===== config.mk =====
export PLATFORM = sky130hd
export DESIGN_NAME = nibble_serial_adder
export DESIGN_NICKNAME = d
export VERILOG_FILES = /design/src/rtl/nibble_serial_adder_pkg.sv /design/src/rtl/nibble_serial_adder_adder_4bit.sv /design/src/rtl/nibble_serial_adder.sv
export SDC_FILE = /design/constraint.sdc
export NUM_CORES = 1
export LEC_CHECK = 0
export CAP_MARGIN = 20
export CORE_MARGIN = 3
export CORE_UTILIZATION = 54
export CTS_CLUSTER_SIZE = 12
export DETAILED_ROUTE_END_ITERATION = 10
export PLACE_DENSITY = 0.82
export SYNTH_ARGS = -nofsm -noshare
export SYNTH_HDL_FRONTEND = slang
export SYNTH_SLANG_ARGS = --single-unit

===== constraint.sdc =====
create_clock -name clk -period 6.4 [get_ports clk]
set_clock_uncertainty 0.15 [all_clocks]
set_input_delay 1.28 -clock clk [delete_from_list [all_inputs] [get_ports clk]]
set_output_delay 1.28 -clock clk [all_outputs]
set_load 0.05 [all_outputs]

===== src/rtl/nibble_serial_adder_pkg.sv =====
// rtl/nibble_serial_adder_pkg.sv - shared constants and state encoding for the nibble-serial adder
package nibble_serial_adder_pkg;

  localparam int NIBBLE_W = 4;

  typedef enum logic [1:0] {
    ST_IDLE = 2'd0,
    ST_RUN  = 2'd1,
    ST_DONE = 2'd2
  } state_t;

endpackage


===== src/rtl/nibble_serial_adder_adder_4bit.sv =====
// rtl/nibble_serial_adder_adder_4bit.sv - ripple-carry nibble adder
module adder_4bit (
  input  logic [3:0] a,
  input  logic [3:0] b,
  input  logic       cin,
  output logic [3:0] sum,
  output logic       cout
);

  logic [4:0] c;

  always_comb begin
    c    = '0;
    sum  = '0;
    c[0] = cin;
    for (int i = 0; i < 4; i++) begin
      sum[i]   = a[i] ^ b[i] ^ c[i];
      c[i + 1] = (a[i] & b[i]) | (c[i] & (a[i] ^ b[i]));
    end
    cout = c[4];
  end

endmodule


===== src/rtl/nibble_serial_adder.sv =====
// rtl/nibble_serial_adder.sv - digit-serial wide adder, one nibble per cycle, LS nibble first
module nibble_serial_adder
  import nibble_serial_adder_pkg::*;
#(
  parameter int NIBBLES = 4
) (
  input  logic                      clk,
  input  logic                      rst,
  input  logic                      in_valid,
  output logic                      in_ready,
  input  logic [NIBBLE_W*NIBBLES-1:0] op_a,
  input  logic [NIBBLE_W*NIBBLES-1:0] op_b,
  input  logic                      cin,
  output logic                      out_valid,
  input  logic                      out_ready,
  output logic [NIBBLE_W*NIBBLES-1:0] result,
  output logic                      cout,
  output logic                      zero,
  output logic                      busy
);

  localparam int W  = NIBBLE_W * NIBBLES;
  localparam int IW = (NIBBLES > 1) ? $clog2(NIBBLES) : 1;
  localparam logic [IW-1:0] LAST_IDX = IW'(NIBBLES - 1);

  state_t state, state_nxt;

  logic [IW-1:0]       idx;
  logic                carry_q;
  logic [W-1:0]        op_a_q, op_b_q;
  logic [IW+1:0]       sh;
  logic [W-1:0]        a_sh, b_sh, result_nxt;
  logic [NIBBLE_W-1:0] sum_nib;
  logic                add_cout;
  logic                last;

  // Bit offset of the current nibble; shifts keep the select width-clean for any NIBBLES.
  assign sh   = {idx, 2'b00};
  assign a_sh = op_a_q >> sh;
  assign b_sh = op_b_q >> sh;
  assign last = (idx == LAST_IDX);

  adder_4bit u_adder (
    .a    (a_sh[NIBBLE_W-1:0]),
    .b    (b_sh[NIBBLE_W-1:0]),
    .cin  (carry_q),
    .sum  (sum_nib),
    .cout (add_cout)
  );

  assign result_nxt = (result & ~(W'(4'hF) << sh)) | (W'(sum_nib) << sh);

  always_ff @(posedge clk) begin
    if (rst) state <= ST_IDLE;
    else     state <= state_nxt;
  end

  always_comb begin
    state_nxt = state;
    in_ready  = 1'b0;
    busy      = (state != ST_IDLE);
    case (state)
      ST_IDLE: begin
        in_ready = 1'b1;
        if (in_valid) state_nxt = ST_RUN;
      end
      ST_RUN: begin
        if (last) state_nxt = ST_DONE;
      end
      ST_DONE: begin
        if (out_ready) state_nxt = ST_IDLE;
      end
      default: state_nxt = ST_IDLE;
    endcase
  end

  always_ff @(posedge clk) begin
    if (rst) begin
      idx       <= '0;
      carry_q   <= 1'b0;
      op_a_q    <= '0;
      op_b_q    <= '0;
      result    <= '0;
      cout      <= 1'b0;
      zero      <= 1'b0;
      out_valid <= 1'b0;
    end else begin
      case (state)
        ST_IDLE: begin
          if (in_valid) begin
            op_a_q  <= op_a;
            op_b_q  <= op_b;
            carry_q <= cin;
            idx     <= '0;
            result  <= '0;
          end
        end
        ST_RUN: begin
          result  <= result_nxt;
          carry_q <= add_cout;
          idx     <= last ? '0 : idx + IW'(1);
          if (last) begin
            cout      <= add_cout;
            zero      <= (result_nxt == '0);
            out_valid <= 1'b1;
          end
        end
        ST_DONE: begin
          if (out_ready) out_valid <= 1'b0;
        end
        default: ;
      endcase
    end
  end

endmodule


==> run metrics <==
fin crit share=64.0%; routability cong.=0.862; worst hold slack=307 ps; placed inst area=0.00315 mm²; fin nets=398; post-synth top area share=43.2%; Die ar.=0.00567 mm²; # rows=24; post-CTS sizing=0; post-synthesis cell count=308; GRT Residual Overflow=0; Core ar.=0.00450 mm²; Worst Hold Class=reg -> reg; Pwr Density=223 mW/mm²; pre-CTS setup slack=2310 ps; H-tree Lvls=2; final worst setup slack=2310 ps; worst-path fanout max=20; max_cap viols=0; I/O pin cnt=58; Post-route DRC=0; arrival time of the worst setup path=4140 ps; Initial Util=57.6%; CTS tree=done; Die W=75.3 µm; WP data required=6450 ps; design area=0.00326 mm²; fin. max-slew vios=0; commonest non-fill, non-tap cells in the layout=82 x nand2_1, 56 x dfxtp_1, 56 x clkdlybuf4s50_1; Post-Syn Nets=353; Die H=75.3 µm; Least-Margin Pin Slew=969 ps; largest area contributor in the netlist=dfxtp_1; hold_buf cts=0; clk sink count=56; number of buffers added on ports=57; CP endpoint kind=register; ratio of cells with drive above 1 in the final layout=7.39%; Seq cells post-synth=56; final hold vios=0; n_diodes=0; post-synthesis cell type count=34; DR iter-0 viols=137; Setup CP Type=reg -> reg; most common cell after layout, fill and taps aside=nand2_1; root buffer cell=clkbuf_8; sequential share of the synthesized area=43.2%; Setup Buffers After CTS=0; min cycle time layout=4090 ps; Clk Latency, worst-skew pair=300 ps; Avg Synthesized Cell Area=8.43 µm²; Final setup viols=0; largest net degree at the start of global routing=58; drt wl/cell=14.4 µm; Mapped Area=0.00259 mm²; relative slew slack=35.4%; run status=finished, final reports clean; ranking of synthesized cells by area=dfxtp_1 43%, nand2_1 12%, a21oi_1 11%; Avg Vias per Cell=5.68; clk slew on worst S/H paths=90 ps; Setup TNS=0 ps; Lkg Pwr=0.00118 µW; Post-DRT Antenna Nets=0; number of global-route vias before repair=2095; maximum vdd drop=0.126 mV; Syn. warnings=0; gr usage total=21.7%; WL final=5820 µm; CP Launch Type=register; Clock Path Buffers=2; TritonCTS buffer count=5; area delta synth->final=25.7%; initial antenna violation count=0; global-route wire length before repair=9600 µm; RSZ-0062 raised after global routing=false; f_max=0.244 GHz; drt first pass iters=4; Post-DP HPWL=4140 µm; DR vias=2294
==> registers in the layout, indices dropped and copies added, names as in the netlist <==
register and count:
zero 1, op_b_q 16, carry_q 1, result 16, out_valid 1, op_a_q 16, idx 2, cout 1
state 2
==> worst max-delay path, stage by stage (launching register included) <==
cell     delay (ps)
dfxtp_1         950
mux4_2          380
inv_1            60
fa_1            410
fa_1            380
inv_1            70
fa_1            470
a22o_1          250
or4_1           540
o41ai_2         340
==> cells by family after synthesis <==
family	Yosys count	synth area share [%]
DFF	56	43.2
AOI/OAI and AO/OA	75	17.1
buffers and inverters	38	6.12
muxes	8	6.94
and+or+nand+nor	123	21.7
adders and majority gates	8	5.01
==> routing by layer <==
metal  GRT usage [%]  vias to the layer above  part of all wire [%]  wire, µm
li1                -                     1141                     -         -
met1            29.1                     1068                    43      2510
met2            36.0                       76                    49      2870
met3            3.83                        9                   6.4       373
met4            6.60                        0                   1.4        80
met5               0                        -                     0         0
==> power breakdown <==
part           internal, µW  leakage, µW  total, µW  switching (µW)
clock network           112    0.0000501        215             103
logic                  61.5     0.000677        133            71.3
registers               364     0.000457        379            14.7
==> synthesized netlist by cell type (all sizes together) <==
cell,count
a32oi,2
nand3b,1
nor2,6
nand4b,1
a222oi,1
o22ai,1
inv,16
ha,4
mux4,8
nor2b,5
clkbuf,19
a21oi,55
a22oi,1
dfxtp,56
a22o,9
buf,3
or2,1
nand2,82
nand4,1
nor3b,1
or4,2
nand3,17
o41ai,1
or3b,1
o21ai,2
a31oi,2
nor3,2
a221oi,1
nand2b,3
fa,4
==> stage by stage <==
stage	power [µW]	instances	util, %
2_1_floorplan	471	308	-
3_3_place_gp	515	397	69.9
3_5_place_dp	518	397	69.9
4_1_cts	730	403	72.1
5_1_grt	758	404	72.4
6_report	727	404	72.4
==> path summary, 6_finish.rpt <==
check / cells past startpoint / start / to / slack, ps
setup reg to reg: 9 / idx[0] / zero / 2310
setup / recovery: 9 / idx[0] / zero / 2310
hold reg to reg: 2 / op_b_q[12] / op_b_q[12] / 310
hold / removal: 2 / op_b_q[12] / op_b_q[12] / 310
==> area by class of cell <==
type                            count  area (µm²)
Inverter                           16        60.1
Timing Repair Buffer               60         596
Clock buffer                        5        68.8
Multi-Input combinational cell    214        1320
Tap cell                           52        65.1
Fill cell                         358        1240
Clock inverter                      1        30.0
Sequential cell                    56        1120
Note: power is estimated with default switching activity, not from simulation.
